[config.mk]
export PLATFORM = sky130hd
export DESIGN_NAME = rom_read_arbiter
export DESIGN_NICKNAME = d
export VERILOG_FILES = /design/src/rtl/rom_read_arbiter.sv
export SDC_FILE = /design/constraint.sdc
export NUM_CORES = 1
export LEC_CHECK = 0
export CAP_MARGIN = 0
export CORE_MARGIN = 2
export CORE_UTILIZATION = 35
export DETAILED_ROUTE_END_ITERATION = 8
export PLACE_DENSITY = 0.87
export REMOVE_ABC_BUFFERS = 1
export SLEW_MARGIN = 20
export SYNTH_ARGS = -nofsm -noshare
export SYNTH_HDL_FRONTEND = slang
export SYNTH_SLANG_ARGS = --single-unit
[constraint.sdc]
create_clock -name clk -period 3.09 [get_ports clk]
set_input_delay 0.309 -clock clk [delete_from_list [all_inputs] [get_ports clk]]
set_output_delay 0.309 -clock clk [all_outputs]
set_load 0.05 [all_outputs]
[src/rtl/rom_read_arbiter.sv]
// Round-robin, burst-granular arbiter sharing one synchronous boot-ROM port among NUM_REQ clients.
// Optional `ROM_ARB_RANGE_CHK_EN adds o_rsp_err and blocks ROM access for beats outside the 16 KiB window.
module rom_read_arbiter #(
  parameter int          NUM_REQ   = 2,
  parameter logic [31:0] BASE_ADDR = 32'h0000_0000
) (
  input  logic                   clk,
  input  logic                   rst,
  input  logic [NUM_REQ-1:0]     i_req_valid,
  output logic [NUM_REQ-1:0]     o_req_ready,
  input  logic [NUM_REQ*32-1:0]  i_req_addr,
  input  logic [NUM_REQ*4-1:0]   i_req_len,
  output logic [NUM_REQ-1:0]     o_rsp_valid,
  output logic [31:0]            o_rsp_data,
  output logic                   o_rsp_last,
  input  logic [NUM_REQ-1:0]     i_rsp_ready,
  input  logic [31:0]            i_rom_out,
  output logic                   o_rom_enable,
  output logic                   o_rom_read,
  output logic [11:0]            o_rom_address
`ifdef ROM_ARB_RANGE_CHK_EN
  ,
  output logic                   o_rsp_err
`endif
);

  // state  | meaning
  // S_IDLE | arbitrate; on grant present first word address to the ROM
  // S_RESP | stream beats to owner r_id; address leads data by one cycle
  localparam int IDW = (NUM_REQ > 2) ? 2 : 1;

  typedef enum logic {S_IDLE, S_RESP} state_t;

  state_t           r_state;
  state_t           w_state_nxt;
  logic [IDW-1:0]   r_rr_ptr;
  logic [IDW-1:0]   r_id;
  logic [31:0]      r_addr;
  logic [3:0]       r_len;
  logic [3:0]       r_beat_cnt;

  logic             w_gnt_found;
  logic [IDW-1:0]   w_gnt_id;
  logic             w_accept;
  logic             w_own_ready;
  logic             w_last;
  logic             w_advance;
  logic             w_done;
  logic [31:0]      w_sel_addr;
  logic [3:0]       w_sel_len;
  logic [31:0]      w_pres_addr;
  logic [11:0]      w_rom_word;
  logic             w_rom_cs;

  // Descending scan so the lowest circular offset from r_rr_ptr wins.
  always_comb begin
    w_gnt_found = 1'b0;
    w_gnt_id    = '0;
    for (int k = NUM_REQ - 1; k >= 0; k--) begin
      if (i_req_valid[(int'(r_rr_ptr) + k) % NUM_REQ]) begin
        w_gnt_found = 1'b1;
        w_gnt_id    = IDW'((int'(r_rr_ptr) + k) % NUM_REQ);
      end
    end
  end

  assign w_accept    = (r_state == S_IDLE) && w_gnt_found && !rst;
  assign w_sel_addr  = i_req_addr[int'(w_gnt_id)*32 +: 32];
  assign w_sel_len   = i_req_len[int'(w_gnt_id)*4 +: 4];
  assign w_own_ready = i_rsp_ready[r_id];
  assign w_last      = (r_beat_cnt == r_len);
  assign w_advance   = (r_state == S_RESP) && w_own_ready && !w_last;
  assign w_done      = (r_state == S_RESP) && w_own_ready && w_last;

  // Address presented to the ROM this cycle: the word whose data appears next cycle.
  assign w_pres_addr = (r_state == S_IDLE) ? w_sel_addr :
                       (w_advance ? r_addr + 32'd4 : r_addr);
  assign w_rom_word  = 12'((w_pres_addr - BASE_ADDR) >> 2);

`ifdef ROM_ARB_RANGE_CHK_EN
  logic r_err;
  logic w_oor;
  assign w_oor    = ({1'b0, w_pres_addr} <  {1'b0, BASE_ADDR}) ||
                    ({1'b0, w_pres_addr} >= ({1'b0, BASE_ADDR} + 33'd16384));
  assign w_rom_cs = !w_oor;

  always_ff @(posedge clk) begin
    if (rst)
      r_err <= 1'b0;
    else if (w_accept || (r_state == S_RESP))
      r_err <= w_oor;
  end
`else
  assign w_rom_cs = 1'b1;
`endif

  always_ff @(posedge clk) begin
    if (rst)
      r_state <= S_IDLE;
    else
      r_state <= w_state_nxt;
  end

  always_comb begin
    w_state_nxt = r_state;
    case (r_state)
      S_IDLE:  if (w_accept) w_state_nxt = S_RESP;
      S_RESP:  if (w_done)   w_state_nxt = S_IDLE;
      default: w_state_nxt = S_IDLE;
    endcase
  end

  always_ff @(posedge clk) begin
    if (rst) begin
      r_rr_ptr   <= '0;
      r_id       <= '0;
      r_addr     <= '0;
      r_len      <= '0;
      r_beat_cnt <= '0;
    end else begin
      if (w_accept) begin
        r_id       <= w_gnt_id;
        r_addr     <= w_sel_addr;
        r_len      <= w_sel_len;
        r_beat_cnt <= '0;
      end
      if (w_advance) begin
        r_addr     <= r_addr + 32'd4;
        r_beat_cnt <= r_beat_cnt + 4'd1;
      end
      if (w_done)
        r_rr_ptr <= IDW'((int'(r_id) + 1) % NUM_REQ);
    end
  end

  always_comb begin
    o_req_ready   = '0;
    o_rsp_valid   = '0;
    o_rsp_last    = 1'b0;
    o_rom_enable  = 1'b0;
    o_rom_read    = 1'b0;
    o_rom_address = '0;
    o_rsp_data    = i_rom_out;
`ifdef ROM_ARB_RANGE_CHK_EN
    o_rsp_err     = 1'b0;
`endif
    case (r_state)
      S_IDLE: begin
        if (w_accept) begin
          o_req_ready[w_gnt_id] = 1'b1;
          o_rom_enable          = w_rom_cs;
          o_rom_address         = w_rom_word;
        end
      end
      S_RESP: begin
        o_rom_enable      = w_rom_cs;
        o_rom_read        = 1'b1;
        o_rom_address     = w_rom_word;
        o_rsp_valid[r_id] = 1'b1;
        o_rsp_last        = w_last;
`ifdef ROM_ARB_RANGE_CHK_EN
        o_rsp_err         = r_err;
        if (r_err) o_rsp_data = 32'h0;
`endif
      end
      default: ;
    endcase
  end

endmodule
==> metrics.csv <==
stage,metric,value,unit
logic_synthesis,most common cell in the netlist,buf_4,
routing,DRC Markers,0,
sta,Final Setup Violations,0,
clock_network,worst skew pair latency,0.27,ns
logic_synthesis,Commonest cells post-synth,"buf_4, dfxtp_1, nor2_1",
sta,Fin. Hold Viols,0,
logic_synthesis,Post-synth EDFFs,0,
logic_synthesis,Post-Syn Area,0.00192,mm2
logic_synthesis,Synth area leader,dfxtp_1,
logic_synthesis,Syn. warnings,0,
clock_network,Root Buffer Master,clkbuf_8,
global_route,largest net degree at the start of global routing,17,
place,pre-CTS WS,0.515,ns
finish,FF/Latch Area,460,um2
setup_path,"Max stage delay cell, worst path",dfxtp_1,
floorplanning,die area,0.00610,mm2
sta,Tmin final,2.65,ns
finish,share of post-route cells with drive strength above 1,0.153,
global_route,first-pass GRT wire length,10200,um
min_path,hold_sp,r_len[1],
min_path,min-delay worst type,reg -> reg,
logic_synthesis,Syn Inst Count,232,
clock_network,cts repair resizes,0,
clock_network,Num CTS Buffers,3,
sta,Worst Clk Skew,0.00883,ns
floorplanning,die width,78.1,um
sta,Fmax,0.377,GHz
setup_path,R2R Path End,r_addr[6],
finish,ant diodes,0,
global_route,gr usage total,0.223,
setup_path,RR Startpoint,r_state,
floorplanning,Starting Density,0.369,
logic_synthesis,"Avg Cell Area, Syn",8.29,um2
floorplanning,DIE HEIGHT,78.1,um
sta,final period utilization,0.858,
clock_network,setup bufs post-CTS,0,
place,routability cong.,0.883,
place,number of port buffers,56,
sta,Max-slew headroom,0.632,
sta,post-route setup slack,0.440,ns
logic_synthesis,Synth area leaders,"dfxtp_1, buf_4, xnor2_1",
logic_synthesis,sequential-to-total area share from yosys stat,0.239,
finish,filler cell count,512,
place,DPL Wire Length,5700,um
setup_path,Reg2Reg Depth,4,
pwr,pwr dens,390,mW/mm2
floorplanning,IO Pins,161,
global_route,vias in the first global route,1790,
clock_network,Clock Pin Slew Worst Setup and Hold Paths,0.08,ns
logic_synthesis,most common flop cell mapped by yosys,dfxtp_1,
routing,DRT Wirelength,6970,um
flow_run,Max Cap Viol,0,
global_route,GR Overflow Total,0,
floorplanning,core area,0.00520,mm2
min_path,WHS Path Cells,2,
setup_path,Worst path max stage delay,0.49,ns
sta,RSZ-0062 raised after global routing,false,
finish,Synth-to-Final Area Change,27.3,%
clock_network,"Hold-fix buffers, CTS",0,
logic_synthesis,count of cell types in the netlist,50,
clock_network,H-tree depth,1,
floorplanning,cell row count,26,
setup_path,CP cell instances,or2_2 -> a211oi_1 -> buf_4 -> a221oi_1 -> o21ai_0 -> buf_12,
clock_network,CTS tree,built,
logic_synthesis,Yosys top cell area share,0.239,
run_status,status,finished clean,
routing,via count,1846,
setup_path,startpoint types,register,
finish,area of the multi-input gates,0.00111,mm2
setup_path,CP Capture Type,primary output,
logic_synthesis,"flops & latches, synth",23,
routing,DR pass1 iterations,7,
clock_network,CTS sink count,23,
pwr,leakage power,0.882,nW
sta,Total Neg Setup Slack,0,ns
setup_path,flop2flop setup slack,1.14,ns
clock_network,Max Buffers Root-to-Sink,2,
sta,max-slew violations,0,
min_path,Worst Hold End,r_len[1],
finish,Post-layout nets,368,
global_route,initial antenna violation count,0,
pwr,VDD IR max,0.000228,V
routing,Initial DRC Count,153,
setup_path,Worst EP required,2.78,ns
setup_path,WS Path Type,reg -> out,
routing,drt wl/cell,21.4,um
setup_path,crit-path max FO,14,
sta,hold slack final,0.516,ns
sta,slew at the pin closest to its max-slew limit,0.552,ns
routing,Vias/cell,5.68,
logic_synthesis,"FFs w/ async S/R, synth",0,
routing,ANT nets after route,0,
setup_path,CP arrival,2.34,ns
## state kept, by name, summed over array words and instances (netlist names)
| register | count |
|---|---|
| r_rr_ptr | 1 |
| r_addr | 12 |
| r_beat_cnt | 4 |
| r_len | 4 |
| r_id | 1 |
| r_state | 1 |
## where the power goes
part | switching, mW | internal [mW] | total (mW)
Sequential | 0.0302 | 0.316 | 0.346
Combinational | 0.234 | 0.179 | 0.413
Clock | 0.102 | 0.0922 | 0.194
Total | 0.366 | 0.588 | 0.954
## worst max-delay path by stage
stage          startpoint  slack [ns]               end
2_1_floorplan     r_state       -0.92  o_rom_address[3]
3_3_place_gp          rst        0.51  o_rom_address[3]
3_5_place_dp          rst        0.51  o_rom_address[3]
4_1_cts           r_state        0.43  o_rom_address[3]
5_1_grt           r_state        0.33  o_rom_address[3]
6_report          r_state        0.44  o_rom_address[3]
## stage by stage
stage / power (mW) / instance area (um2) / instances / utilization
after floorplan: 0.567 / 1590 / 188 / -
after global placement: 0.755 / 2400 / 321 / 0.462
after detailed placement: 0.764 / 2400 / 321 / 0.462
after CTS: 0.957 / 2450 / 325 / 0.470
after global routing: 0.992 / 2450 / 325 / 0.470
final: 0.954 / 2450 / 325 / 0.470
## cell families after synthesis
logic type                 count (synthesis)  synth area share
AOI/OAI and AO/OA                         65             0.226
xor gates and xnor gates                  11            0.0501
adders and majority gates                  2            0.0130
buffers and inverters                     49             0.185
DFF                                       23             0.239
muxes                                      7            0.0397
and+or+nand+nor                           75             0.247
## placed cells by master, fill, tap and decap left out, types with 5 or more instances in the layout
| master | instances |
|---|---|
| a31oi_1 | 7 |
| a211oi_1 | 5 |
| nor2_1 | 19 |
| o21ai_0 | 13 |
| dfxtp_1 | 23 |
| nand2_1 | 9 |
| clkdlybuf4s50_1 | 42 |
| inv_1 | 5 |
| buf_12 | 12 |
| buf_4 | 9 |
| a21oi_1 | 11 |
| nor3_1 | 6 |
| a22oi_1 | 7 |
| xnor2_1 | 9 |
| nand3_1 | 9 |
| mux2i_1 | 5 |
## per-layer routing
metal | track usage | share of wire | up-vias
met5 | 0.0364 | 0.0037 | -
li1 | - | - | 865
met3 | 0.114 | 0.15 | 12
met1 | 0.223 | 0.33 | 836
met4 | 0.0912 | 0.041 | 2
met2 | 0.389 | 0.47 | 131
## critical path: cells and delay by family (launching register included)
family	cells	cell delay, ns
compound gates	3	0.71
buf+inv	2	0.49
flops	1	0.49
simple gates	1	0.39
## area by class of cell
type                            count  area share
Clock buffer                        4      0.0184
Timing Repair Buffer               63       0.298
Multi-Input combinational cell    160       0.452
Inverter                            5     0.00767
Tap cell                           70      0.0358
Sequential cell                    23       0.188
(Power assumes the default switching activity.)
